===== src/rtl/persiana_pkg.sv =====
// Shared state encoding and default constants for the blind actuator.
package persiana_pkg;

    typedef enum logic [2:0] {
        PARADO   = 3'd0,
        ESPERA   = 3'd1,
        SUBIENDO = 3'd2,
        BAJANDO  = 3'd3,
        FALLO    = 3'd4
    } estado_t;

    localparam int POS_W_DEF    = 8;
    localparam int POS_MED_DEF  = 50;
    localparam int POS_MAX_DEF  = 100;
    localparam int TICK_DIV_DEF = 1000;
    localparam int DEAD_T_DEF   = 4;
    localparam int POS_RST_DEF  = 0;

    function automatic logic en_marcha(input estado_t e);
        return (e == SUBIENDO) || (e == BAJANDO);
    endfunction

endpackage


===== src/rtl/divisor_pasos.sv =====
// Step prescaler: while run is high, wrap pulses once every TICK_DIV cycles.
module divisor_pasos #(
    parameter int TICK_DIV = 1000
) (
    input  logic reloj,
    input  logic reset,
    input  logic run,
    input  logic clear,
    output logic wrap
);

    localparam int CW = (TICK_DIV > 1) ? $clog2(TICK_DIV) : 1;

    logic [CW-1:0] cnt_q, cnt_d;

    assign wrap = run && (cnt_q == CW'(TICK_DIV - 1));

    // clear wins over run so a partial step is discarded on the same edge the motor stops.
    always_comb begin
        cnt_d = cnt_q;
        if (clear) begin
            cnt_d = '0;
        end else if (run) begin
            cnt_d = wrap ? '0 : cnt_q + 1'b1;
        end
    end

    always_ff @(posedge reloj) begin
        if (reset) begin
            cnt_q <= '0;
        end else begin
            cnt_q <= cnt_d;
        end
    end

endmodule


===== src/rtl/persiana_actuador.sv =====
// Blind motor actuator: dead-time interlocked enable/direction, step position
// counter, limit sensors and a fault state for contradictory commands.
module persiana_actuador
    import persiana_pkg::*;
#(
    parameter int POS_W    = POS_W_DEF,
    parameter int POS_MED  = POS_MED_DEF,
    parameter int POS_MAX  = POS_MAX_DEF,
    parameter int TICK_DIV = TICK_DIV_DEF,
    parameter int DEAD_T   = DEAD_T_DEF,
    parameter int POS_RST  = POS_RST_DEF
) (
    input  logic             reloj,
    input  logic             reset,
    input  logic             subir,
    input  logic             bajar,
    output logic             motor_en,
    output logic             motor_dir,
    output logic             Sinf,
    output logic             Smed,
    output logic             Ssup,
    output logic [POS_W-1:0] pos,
    output logic             fallo,
    output logic [2:0]       estado_dbg
);

    localparam int DT_W = (DEAD_T > 1) ? $clog2(DEAD_T + 1) : 1;
    localparam logic [POS_W-1:0] P_MAX = POS_W'(POS_MAX);
    localparam logic [POS_W-1:0] P_MED = POS_W'(POS_MED);
    localparam logic [POS_W-1:0] P_RST = POS_W'(POS_RST);

    estado_t          state_q, state_d;
    logic             dir_obj_q, dir_obj_d;
    logic [DT_W-1:0]  cnt_dt_q, cnt_dt_d;
    logic [POS_W-1:0] pos_q, pos_d;
    logic             wrap;
    logic             div_clear;
    logic             ambos;

    assign ambos = subir && bajar;

    divisor_pasos #(.TICK_DIV(TICK_DIV)) u_divisor (
        .reloj (reloj),
        .reset (reset),
        .run   (en_marcha(state_q)),
        .clear (div_clear),
        .wrap  (wrap)
    );

    assign div_clear = !en_marcha(state_d);

    always_comb begin
        state_d   = state_q;
        dir_obj_d = dir_obj_q;
        cnt_dt_d  = '0;
        pos_d     = pos_q;
        case (state_q)
            PARADO: begin
                if (ambos) begin
                    state_d = FALLO;
                end else if (subir && pos_q != P_MAX) begin
                    state_d   = ESPERA;
                    dir_obj_d = 1'b1;
                end else if (bajar && pos_q != '0) begin
                    state_d   = ESPERA;
                    dir_obj_d = 1'b0;
                end
            end
            ESPERA: begin
                if (ambos) begin
                    state_d = FALLO;
                end else if (!subir && !bajar) begin
                    state_d = PARADO;
                end else if (subir != dir_obj_q) begin
                    // Flip toward a limit already reached would drive past it; stop instead.
                    if (subir ? (pos_q == P_MAX) : (pos_q == '0)) begin
                        state_d = PARADO;
                    end else begin
                        dir_obj_d = subir;
                    end
                end else if (cnt_dt_q == DT_W'(DEAD_T - 1)) begin
                    state_d = dir_obj_q ? SUBIENDO : BAJANDO;
                end else begin
                    cnt_dt_d = cnt_dt_q + 1'b1;
                end
            end
            SUBIENDO: begin
                if (ambos) begin
                    state_d = FALLO;
                end else begin
                    if (wrap) pos_d = pos_q + 1'b1;
                    if (wrap && pos_d == P_MAX) begin
                        state_d = PARADO;
                    end else if (bajar) begin
                        state_d   = (pos_d != '0) ? ESPERA : PARADO;
                        dir_obj_d = 1'b0;
                    end else if (!subir) begin
                        state_d = PARADO;
                    end
                end
            end
            BAJANDO: begin
                if (ambos) begin
                    state_d = FALLO;
                end else begin
                    if (wrap) pos_d = pos_q - 1'b1;
                    if (wrap && pos_d == '0) begin
                        state_d = PARADO;
                    end else if (subir) begin
                        state_d   = (pos_d != P_MAX) ? ESPERA : PARADO;
                        dir_obj_d = 1'b1;
                    end else if (!bajar) begin
                        state_d = PARADO;
                    end
                end
            end
            FALLO: begin
                if (!subir && !bajar) state_d = PARADO;
            end
            default: state_d = PARADO;
        endcase
    end

    always_ff @(posedge reloj) begin
        if (reset) begin
            state_q   <= PARADO;
            dir_obj_q <= 1'b0;
            cnt_dt_q  <= '0;
            pos_q     <= P_RST;
        end else begin
            state_q   <= state_d;
            dir_obj_q <= dir_obj_d;
            cnt_dt_q  <= cnt_dt_d;
            pos_q     <= pos_d;
        end
    end

    assign motor_en   = en_marcha(state_q);
    assign motor_dir  = (state_q == SUBIENDO);
    assign fallo      = (state_q == FALLO);
    assign pos        = pos_q;
    assign Sinf       = (pos_q == '0);
    assign Smed       = (pos_q == P_MED);
    assign Ssup       = (pos_q == P_MAX);
    assign estado_dbg = state_q;

endmodule


===== config.mk =====
export PLATFORM = sky130hd
export DESIGN_NAME = persiana_actuador
export DESIGN_NICKNAME = d
export VERILOG_FILES = /design/src/rtl/persiana_pkg.sv /design/src/rtl/divisor_pasos.sv /design/src/rtl/persiana_actuador.sv
export SDC_FILE = /design/constraint.sdc
export NUM_CORES = 1
export LEC_CHECK = 0
export BUFFER_PORTS_ARGS = -buffer_cell sky130_fd_sc_hd__buf_2
export CAP_MARGIN = 5
export CORE_ASPECT_RATIO = 1.5
export CORE_MARGIN = 10
export CORE_UTILIZATION = 53
export CTS_BUF_LIST = sky130_fd_sc_hd__clkbuf_16
export DETAILED_ROUTE_END_ITERATION = 10
export PLACE_DENSITY = 0.76
export SLEW_MARGIN = 0
export SYNTH_ARGS = -nofsm -noshare
export SYNTH_HDL_FRONTEND = slang
export SYNTH_SLANG_ARGS = --single-unit

===== constraint.sdc =====
create_clock -name reloj -period 2.2 [get_ports reloj]
set_input_delay 0.33 -clock reloj [delete_from_list [all_inputs] [get_ports reloj]]
set_output_delay 0.33 -clock reloj [all_outputs]
set_load 0.1 [all_outputs]

==> results of run 1 <==
sequential cells by signal, summed over array words and instances, names as in the netlist:
| register | flops |
|---|---|
| estado_dbg | 3 |
| dir_obj_q | 1 |
| u_divisor.cnt_q | 10 |
| cnt_dt_q | 3 |
| pos | 8 |
report_power, final:
part | internal, mW | total [mW] | switching (mW)
Sequential | 0.447 | 0.458 | 0.0110
Clock | 0.244 | 0.414 | 0.170
Combinational | 0.0293 | 0.0996 | 0.0703
Total | 0.720 | 0.971 | 0.252
repair_timing:
item,4_1_cts,5_1_grt
endpoints found under the setup margin,2,16
pin swaps,3,5
hold buffers,0,0
cloned,0,1
setup buffers,6,2
resized for setup,1,29
path summary, 6_finish.rpt:
kind	from	endpoint	slack, ns	cells past startpoint
max	pos[0]	Sinf	-0.04	6
min	reset	pos[6]	0.40	2
max reg2reg	pos[1]	dir_obj_q	-0.01	10
min reg2reg	cnt_dt_q[0]	cnt_dt_q[0]	0.42	1
cell families (layout without fill, tap and decap cells):
group           Yosys count  count (layout)
mux                       3               3
fa+ha+maj                 8               8
simple gates            124             124
buf+inv                  35              69
flops                    25              25
compound gates           53              53
xor+xnor                 24              24
through the flow:
stage          utilization [%]  setup slack, ns  hold WS [ns]
3_5_place_dp             65.68          0.03706        0.4125
2_1_floorplan                -          -0.5913        0.3974
5_1_grt                  73.29         -0.09431        0.4161
4_1_cts                  69.11         -0.04051        0.4103
6_report                 73.29         -0.04392        0.4005
3_3_place_gp             65.68          0.04148        0.4075
layout make-up:
class	instances	area share, %
multi-input cells	212	56.93
inverters	9	1.576
repair buffers	56	16.60
clock inverters	1	0.1391
flip-flops and latches	25	19.98
well taps	43	1.994
clock buffers	3	2.782
layer usage:
metal / part of all wire, % / vias to the layer above / GRT usage, %
met3: 7.1 / 29 / 2.911
met5: 0 / - / 0
li1: - / 1059 / -
met2: 51 / 91 / 30.71
met1: 37 / 1035 / 17.76
met4: 4.4 / 0 / 8.911
worst max-delay path: stages, from the launching register on:
cell and delay [ns]:
sky130_fd_sc_hd__dfxtp_4 0.36, sky130_fd_sc_hd__inv_4 0.06, sky130_fd_sc_hd__ha_4 0.12, sky130_fd_sc_hd__or4b_4 0.49
sky130_fd_sc_hd__or2_4 0.28, sky130_fd_sc_hd__nor3_4 0.15, sky130_fd_sc_hd__buf_12 0.20
cell usage in the layout (no fill, tap or decap), drive strengths merged, types with 2 or more instances in the layout:
master	Yosys	routed
a211oi	3	3
a21oi	15	15
a31oi	5	5
a41o	2	2
and2	5	5
and3	5	5
and4	3	3
and4b	3	3
buf	9	56
clkbuf	17	3
dfxtp	25	25
ha	8	8
inv	9	9
mux2i	3	3
nand2	15	15
nand2b	4	4
nand3	16	16
nand4	5	5
nor2	26	26
nor2b	3	3
nor3	14	14
nor4	11	11
nor4b	2	2
o2111ai	2	2
o211ai	3	3
o21ai	11	11
o31ai	5	5
or3	4	4
or4	4	4
xnor2	15	15
xor2	9	9
==> metrics.md, run 1 <==
| Metric | Value |
|---|---|
| Setup repair after global routing missed its margin | yes |
| Die Ht | roughly 96 um |
| Area of the die | 0.006721 mm^2 |
| Number of nets at the end of the flow | around 320 |
| Number of antenna violations at the first check in global routing | 0 |
| Post-DP HPWL | 4.246 mm |
| Post-route fraction of the period consumed by the critical path | 102.0% |
| Count of max-cap constraint violations | 0 |
| Via count of the first global-routing pass | 2089 |
| Antenna diodes | 0 |
| Clock sinks | 25 |
| Portion of the post-synthesis area used by sequential elements | about a quarter |
| Synth Area per Inst | about 7.4 um^2 |
| WP data required | ~1.9 ns |
| Violated checks | setup timing |
| TritonCTS clock tree | built |
| Placed instance area | around 0.0024 mm^2 |
| Outcome | finished with violations |
| Fraction of synthesized area in multiplexers | 1.490% |
| Detailed-route wire length per cell | roughly 18 um |
| Number of nets in the synthesized netlist | about 280 |
| Maximum fanout encountered on the critical timing path | 4 |
| H-tree depth | 1 |
| Pin slew with the least headroom to its limit | about 0.50 ns |
| Post-synthesis cell count | around 270 |
| DR vias/cell | ~6.3 |
| Overall power of the completed layout | 0.9711 mW |
| Area growth from synthesis to layout | 33.89% |
| Number of standard cells in the final layout excluding fillers | 349 |
| Post-route setup TNS | -0.05054 ns |
| Drt drc | 0 |
| Area share of the leading cell type in the synthesized netlist | 24.83% |
| Area taken by flip-flops and latches | around 540 um^2 |
| Register bit count reported by yosys | 25 |
| Dominant synthesized flop cell | sky130_fd_sc_hd__dfxtp_1 |
| Via Count | approximately 2200 |
| Worst slew margin relative to its limit | between 60 and 70% |
| Post-route cell area | approximately 0.0027 mm^2 |
| Largest cells by area after synthesis | sky130_fd_sc_hd__dfxtp_1 (25%), sky130_fd_sc_hd__xnor2_1 (6.5%), sky130_fd_sc_hd__ha_1 (5.0%) |
| Type of element capturing the critical path | output port |
| Xor and xnor area share after synthesis | a little over a tenth |
| Count of antenna-violating nets left after detailed routing | 0 |
| Number of different library cells in the post-synthesis netlist | 47 |
| # IOs | 21 |
| Area leader, netlist | sky130_fd_sc_hd__dfxtp_1 |
| Die outline width | 70.36 um |
| Final setup violation count | 2 |
| Synthesized cell area | between 0.002 and 0.0025 mm^2 |
| GRT overflow | 0 |
| Clock period minus worst slack | between 2 and 2.5 ns |
| Total GRT Usage | 16.74% |
| Core Region | between 0.003 and 0.004 mm^2 |
| Number of synthesized flops with an enable pin | 0 |
| Combinational family with the most area after synthesis | simple AND/OR/NAND/NOR gates |
| Count of standard-cell rows | 27 |
| Endpoints failing hold | 0 |
| Static Leak | about 1.0 nW |
| Pin count of the biggest net entering global routing | 17 |
| First-pass GRT wire length | between 9 and 10 mm |
| Peak ir drop on the vdd network | about 0.43 mV |
| Share of cells above drive strength 1 | roughly 33% |
| Dpl cells | 336 |
| Type of the setup path with the least slack | reg2out |
| Top cells by count, synth | sky130_fd_sc_hd__nor2_1 (26), sky130_fd_sc_hd__dfxtp_1 (25), sky130_fd_sc_hd__clkbuf_1 (16), sky130_fd_sc_hd__nand3_1 (16) |
| Port-buffer cells | 20 |
| Final wirelength | ~6.2 mm |
| Startpoint types | flop |
| Number of DRC violations after detailed-routing iteration 0 | between 200 and 250 |
| Number of clock buffers inserted by TritonCTS | 3 |
| Final count of pins violating max slew | 0 |
| Fraction of the mapped netlist area in adder cells | 4.966% |
| Power density over the cells | around 360 mW/mm^2 |
| Warning count from the yosys run | 0 |
| Multi-input combinational cell area | 0.001536 mm^2 |
| Initial core utilization | between 50% and 60% |
| Signal arrival time at the worst endpoint | 1.91 ns |
| Clock latency on the worst-skew pair | around 0.26 ns |
| CTS Buffer Depth | 2 |
| Complex-gate fraction of the synthesized area | approximately 17% |
| Final RePlAce weighted congestion | between 0.9 and 1 |
| Worst hold path type | in2reg |
| Worst clock skew on the final layout | 0.002797 ns |
| Highest clock frequency the design can meet | about 450 MHz |
| Buffer cell driving the clock tree root | sky130_fd_sc_hd__clkbuf_16 |
| Iteration count of the initial detailed-routing pass | 4 |
| Library cell with the highest instance count after synthesis | sky130_fd_sc_hd__nor2_1 |
| Clock transition at the register clock pins on the worst setup and hold paths after CTS | around 0.070 ns |
| Post-synthesis simple-gate area fraction | about 34% |
| Crit path setup slack, layout | -0.04392 ns |
| Filler cell count in the final layout | roughly 280 |
| Share of synthesized flip-flops with an asynchronous set or reset | 0% |
Power figures use the tool's default switching activity.
==> run 2, diff against run 1 <==
--- a/config.mk
+++ b/config.mk
@@ -8,11 +8,11 @@
 export BUFFER_PORTS_ARGS = -buffer_cell sky130_fd_sc_hd__buf_2
 export CAP_MARGIN = 5
 export CORE_ASPECT_RATIO = 1.5
-export CORE_MARGIN = 10
 export CORE_UTILIZATION = 53
 export CTS_BUF_LIST = sky130_fd_sc_hd__clkbuf_16
 export DETAILED_ROUTE_END_ITERATION = 10
 export PLACE_DENSITY = 0.76
+export SKIP_CTS_REPAIR_TIMING = 1
 export SLEW_MARGIN = 0
 export SYNTH_ARGS = -nofsm -noshare
 export SYNTH_HDL_FRONTEND = slang
==> run 2 against run 1 <==
  * The flow still finishes with violations (setup timing)
  * Hold slack improved by 0.011 ns
  * Wire length fell by 3.9%
  * Sequential share of layout area grew 0.45 points
  * Via count down 1.5%
  * Highest routed layer unchanged
  * Largest cell class unchanged
  * First-iteration DRC count is 52% lower
  * Register-to-register slack worse by 0.06 ns
  * Clock skew hardly changed
  * Critical path type is now reg2reg
==> metrics.md, run 2 (synthesis gave the netlist of run 1 again) <==
| Metric | Value |
|---|---|
| Outcome | finished with violations |
| Violated checks | setup timing |
| Pin slew with the least headroom to its limit | 0.5189 ns (+0.01912 ns) |
| Initial core utilization | 55.25% (+0.51 points) |
| Final RePlAce weighted congestion | 0.9133 (-4.2%) |
| Worst hold path type | in2reg |
| Via Count | 2180 (-1.5%) |
| Largest register FFs | 10 (unchanged) |
| Signal arrival time at the worst endpoint | 2.39 ns (+0.48 ns) |
| Startpoint types | flop |
| Number of antenna violations at the first check in global routing | 0 (unchanged) |
| Post-route setup TNS | -0.2633 ns (-0.2128 ns) |
| Most common cell after layout, fill and taps aside | sky130_fd_sc_hd__buf_4 |
| Worst clock skew on the final layout | 0.002730 ns (-0.00006736 ns) |
| Filler cell count in the final layout | 302 (+8.2%) |
| First-pass GRT wire length | 8.866 mm (-6.4%) |
| Commonest non-fill, non-tap cells in the layout | sky130_fd_sc_hd__buf_4 (30), sky130_fd_sc_hd__nor2_1 (22), sky130_fd_sc_hd__nand3_1 (16), sky130_fd_sc_hd__buf_2 (16), sky130_fd_sc_hd__xnor2_1 (15) |
| Count of antenna-violating nets left after detailed routing | 0 (unchanged) |
| Drt drc | 0 (unchanged) |
| Final count of pins violating max slew | 0 (unchanged) |
| Die outline width | 52.36 um (-26%) |
| Utilization of the core after routing | 72.33% (-0.97 points) |
| Clock transition at the register clock pins on the worst setup and hold paths after CTS | 0.06 ns (about the same) |
| Maximum fanout encountered on the critical timing path | 6 (+2) |
| Antenna diodes | 0 (unchanged) |
| Post-route fraction of the period consumed by the critical path | 103.1% (+1.1 points) |
| # IOs | 21 (unchanged) |
| Power density over the cells | 368.5 mW/mm^2 (+2.4%) |
| WP data required | 2.32 ns (+0.45 ns) |
| Number of nets at the end of the flow | 316 (-0.94%) |
| Master of the slowest instance on the critical path | sky130_fd_sc_hd__or4b_4 |
| Count of standard-cell rows | 27 (unchanged) |
| Pin count of the biggest net entering global routing | 20 (+3) |
| Endpoints failing hold | 0 (unchanged) |
| Worst slew margin relative to its limit | 65.41% (-1.3 points) |
| DR vias/cell | 6.301 (-0.68%) |
| Area of the die | 0.004059 mm^2 (-40%) |
| Cell chain of the critical path | inv_4 > ha_4 > or4b_4 > o31ai_1 > nand3_1 > a32oi_1 > o31a_1 > a31oi_1 |
| Delay of the slowest cell on the worst path | 0.49 ns (about the same) |
| Iteration count of the initial detailed-routing pass | 4 (unchanged) |
| Detailed-route wire length per cell | 17.10 um (-3.1%) |
| Final setup violation count | 13 (+11) |
| Overall power of the completed layout | 0.9724 mW (+0.13%) |
| Crit path setup slack, layout | -0.06785 ns (-0.02392 ns) |
| Share of cells above drive strength 1 | 33.33% (unchanged) |
| Final wirelength | 5.916 mm (-3.9%) |
| Largest register by flop count | u_divisor.cnt_q |
| GRT overflow | 0 (unchanged) |
| Peak ir drop on the vdd network | 0.4403 mV (+3.4%) |
| Post-DP HPWL | 4.105 mm (-3.3%) |
| CTS Buffer Depth | 2 (unchanged) |
| Clock period minus worst slack | 2.268 ns (+0.02392 ns) |
| Highest clock frequency the design can meet | 440.9 MHz (-1.1%) |
| Type of element capturing the critical path | flop |
| Clock latency on the worst-skew pair | 0.26 ns (about the same) |
| Count of max-cap constraint violations | 0 (unchanged) |
| Static Leak | 0.9897 nW (-1.8%) |
| Core Region | 0.003649 mm^2 (-0.92%) |
| Die Ht | 77.53 um (-19%) |
| Type of the setup path with the least slack | reg2reg |
| Via count of the first global-routing pass | 1971 (-5.6%) |
| Dpl cells | 337 (+0.30%) |
| Number of standard cells in the final layout excluding fillers | 346 (-0.86%) |
| Worst setup slack for register-to-register paths | -0.07 ns (-0.06 ns) |
| Total GRT Usage | 28.39% (+12 points) |
| Number of clock buffers inserted by TritonCTS | 3 (unchanged) |
| TritonCTS clock tree | built |
| H-tree depth | 1 (unchanged) |
| Clock sinks | 25 (unchanged) |
| Area growth from synthesis to layout | 30.91% |
| Port-buffer cells | 20 (unchanged) |
| Number of DRC violations after detailed-routing iteration 0 | 104 (-52%) |
| Buffer cell driving the clock tree root | sky130_fd_sc_hd__clkbuf_16 |
| Worst hold slack | 0.4113 ns (+0.01072 ns) |
| Setup repair after global routing missed its margin | yes |
==> run 2: per-layer routing <==
| layer | track usage [%] | part of all wire, % | vias up |
|---|---|---|---|
| met4 | 12.37 | 4.1 | 0 |
| met5 | 0 | 0 | - |
| met2 | 49.24 | 53 | 73 |
| met3 | 4.314 | 3.8 | 23 |
| li1 | - | - | 1043 |
| met1 | 32.89 | 39 | 1041 |
==> run 2: where the power goes <==
group	leakage, nW	internal, mW	switching [mW]	total, mW
registers	0.211	0.447	0.00872	0.455
logic	0.738	0.0306	0.0741	0.105
clock network	0.0409	0.245	0.167	0.412
total	0.990	0.723	0.250	0.972
==> run 2: final timing paths <==
path,startpoint,to,cells after the start
setup / recovery,pos[1],estado_dbg[0],8
hold reg to reg,cnt_dt_q[0],cnt_dt_q[0],1
setup reg to reg,pos[1],estado_dbg[0],8
hold / removal,reset,dir_obj_q,2
==> run 2: critical path, delay by kind of cell (launching register included) <==
kind / cells / cell delay, ns
adder cells (fa/ha/maj): 1 / 0.13
AO/OA/AOI/OAI: 4 / 0.96
AND/OR/NAND/NOR: 2 / 0.62
flip-flops: 1 / 0.37
buffers and inverters: 1 / 0.06
==> run 2: stage by stage <==
stage | instance area [um^2] | setup slack (ns)
6_report | 2639 | -0.06785
5_1_grt | 2639 | -0.1291
4_1_cts | 2476 | -0.1517
3_5_place_dp | 2396 | -0.01236
3_3_place_gp | 2396 | 0.05903
2_1_floorplan | 2155 | -0.5913
==> run 2: layout make-up <==
cell class              instances  area (um^2)  area share [%]
multi-input cells             212         1529           57.94
repair buffers                 53        394.1           14.94
clock inverters                 1        5.005          0.1897
clock buffers                   3        75.07           2.845
flip-flops and latches         25        539.3           20.44
well taps                      43        53.80           2.039
inverters                       9        42.54           1.612
==> run 3, diff against run 2 <==
==> constraint.sdc (replaced) <==
create_clock -name reloj -period 2.2 [get_ports reloj]
set_input_delay 0.33 -clock reloj [delete_from_list [all_inputs] [get_ports reloj]]
set_output_delay 0.33 -clock reloj [all_outputs]
set_load 0.02 [all_outputs]
==> run 3 against run 2 <==
  * The flow still finishes with violations (setup timing)
  * Highest routed layer unchanged
  * Sequential cell count is the same
  * Core utilization shrank 1.7 points
  * Via count grew 4.8%
  * Combinational power shrank 13%
  * Sequential share of layout area shrank 0.47 points
==> metrics.md, run 3 (synthesis gave the netlist of run 1 again) <==
| Metric | Value |
|---|---|
| Delay of the slowest cell on the worst path | 0.48 ns (about the same) |
| Power density over the cells | 370.6 mW/mm^2 (+0.57%) |
| Via Count | 2284 (+4.8%) |
| Core Region | 0.003649 mm^2 (unchanged) |
| Multi-input combinational cell area | 0.001498 mm^2 (-2.0%) |
| Detailed-route wire length per cell | 17.15 um (+0.33%) |
| Port-buffer cells | 20 (unchanged) |
| Share of cells above drive strength 1 | 31.17% (-2.2 points) |
| Largest register FFs | 10 (unchanged) |
| Clock period minus worst slack | 2.269 ns (+0.001598 ns) |
| Count of antenna-violating nets left after detailed routing | 0 (unchanged) |
| # IOs | 21 (unchanged) |
| Overall power of the completed layout | 0.9543 mW (-1.9%) |
| Outcome | finished with violations |
| Die outline width | 52.36 um (unchanged) |
| Area of the die | 0.004059 mm^2 (unchanged) |
| Worst hold path type | in2reg |
| Commonest non-fill, non-tap cells in the layout | sky130_fd_sc_hd__buf_4 (38), sky130_fd_sc_hd__nor2_1 (25), sky130_fd_sc_hd__buf_2 (19), sky130_fd_sc_hd__dfxtp_1 (18), sky130_fd_sc_hd__nand3_1 (16) |
| Largest register by flop count | u_divisor.cnt_q |
| Drt drc | 0 (unchanged) |
| Worst slew margin relative to its limit | 56.90% (-8.5 points) |
| Crit path setup slack, layout | -0.06944 ns (-0.001598 ns) |
| Maximum fanout encountered on the critical timing path | 6 (unchanged) |
| Worst setup slack after placement | -0.02884 ns (-0.01649 ns) |
| Antenna diodes | 0 (unchanged) |
| Violated checks | setup timing |
| Most common cell after layout, fill and taps aside | sky130_fd_sc_hd__buf_4 |
| DR vias/cell | 6.507 (+3.3%) |
| TritonCTS clock tree | built |
| Filler cell count in the final layout | 317 (+5.0%) |
| Via count of the first global-routing pass | 2134 (+8.3%) |
| Initial core utilization | 55.25% (unchanged) |
| Setup repair after global routing missed its margin | yes |
| Post-route fraction of the period consumed by the critical path | 103.2% (about the same) |
| Pin count of the biggest net entering global routing | 20 (unchanged) |
| Family with the most delay on the worst path | simple AND/OR/NAND/NOR gates |
| Post-DP HPWL | 4.130 mm (+0.61%) |
| Number of DRC violations after detailed-routing iteration 0 | 118 (+13%) |
| Number of antenna violations at the first check in global routing | 0 (unchanged) |
| Total GRT Usage | 31.38% (+3.0 points) |
| Area taken by flip-flops and latches | 514.2 um^2 (-4.6%) |
| WP data required | 2.31 ns (about the same) |
| Number of clock buffers inserted by TritonCTS | 3 (unchanged) |
| Signal arrival time at the worst endpoint | 2.38 ns (about the same) |
| CTS Buffer Depth | 2 (unchanged) |
| First-pass GRT wire length | 9.729 mm (+9.7%) |
| Final RePlAce weighted congestion | 0.9266 (+1.5%) |
| Clock transition at the register clock pins on the worst setup and hold paths after CTS | 0.06 ns (about the same) |
| Count of standard-cell rows | 27 (unchanged) |
| Startpoint types | flop |
| Highest clock frequency the design can meet | 440.6 MHz (about the same) |
| Iteration count of the initial detailed-routing pass | 4 (unchanged) |
| Die Ht | 77.53 um (unchanged) |
| Final wirelength | 6.021 mm (+1.8%) |
| H-tree depth | 1 (unchanged) |
| Utilization of the core after routing | 70.58% (-1.7 points) |
| GRT overflow | 0 (unchanged) |
| Buffer cell driving the clock tree root | sky130_fd_sc_hd__clkbuf_16 |
| Cell chain of the critical path | inv_4 > ha_4 > or4b_4 > or2_4 > buf_4 > xor2_1 > o31ai_1 > a21bo_2 > a31oi_1 |
| Pin slew with the least headroom to its limit | 0.6465 ns (+0.1276 ns) |
| Type of the setup path with the least slack | reg2reg |
| Final count of pins violating max slew | 0 (unchanged) |
| Static Leak | 1.007 nW (+1.7%) |
| Master of the slowest instance on the critical path | sky130_fd_sc_hd__or4b_4 |
| Area growth from synthesis to layout | 27.75% |
| Sum of buffers and inverters on the critical path | 2 (+1) |
| Clock latency on the worst-skew pair | 0.26 ns (about the same) |
| Endpoints failing hold | 0 (unchanged) |
| Count of max-cap constraint violations | 0 (unchanged) |
| Final setup violation count | 10 (-3) |
| Number of nets at the end of the flow | 321 (+1.6%) |
| Type of element capturing the critical path | flop |
| Peak ir drop on the vdd network | 0.3695 mV (-16%) |
| Clock sinks | 25 (unchanged) |
| Worst clock skew on the final layout | 0.005895 ns (+0.003165 ns) |
## run 3: cell count changes in the layout (fill, tap and decap cells not counted), moves of 4 or more
cell / delta
sky130_fd_sc_hd__buf_4: +8
sky130_fd_sc_hd__dfxtp_4: -7
sky130_fd_sc_hd__dfxtp_1: +6
sky130_fd_sc_hd__nor4_1: -4
## run 3: routing by layer
metal | track usage (%) | up-vias | wire length [um]
li1 | - | 1057 | -
met1 | 37.96 | 1083 | 2342
met2 | 52.28 | 112 | 3055
met3 | 4.314 | 32 | 326
met4 | 15.26 | 0 | 296
met5 | 0 | - | 0
## run 3: power by group
part / internal (mW) / switching (mW)
clock: 0.243 / 0.163
combinational: 0.0336 / 0.0579
sequential: 0.454 / 0.00225
## run 3: cell type report
type                            instances  share of cell area (%)
Clock buffer                            3                   2.915
Clock inverter                          1                  0.1458
Inverter                                9                   1.506
Multi-Input combinational cell        212                   58.16
Sequential cell                        25                   19.97
Tap cell                               43                   2.089
Timing Repair Buffer                   58                   15.21
## run 3: path summary, 6_finish.rpt
path	cells past startpoint	from	slack, ns	endpoint
min reg2reg	1	cnt_dt_q[0]	0.42	cnt_dt_q[0]
max reg2reg	9	pos[0]	-0.07	estado_dbg[0]
max	9	pos[0]	-0.07	estado_dbg[0]
min	2	reset	0.41	estado_dbg[2]
## run 3: per-stage QoR
stage | instances | cell area [um^2] | TNS, ns | hold slack (ns)
6_report | 351 | 2575 | -0.3701 | 0.4134
5_1_grt | 351 | 2575 | -2.038 | 0.4188
4_1_cts | 342 | 2379 | -0.2681 | 0.4058
3_5_place_dp | 338 | 2300 | -0.02884 | 0.4122
3_3_place_gp | 338 | 2300 | -0.03555 | 0.4079
2_1_floorplan | 272 | 2067 | -0.08515 | 0.3974
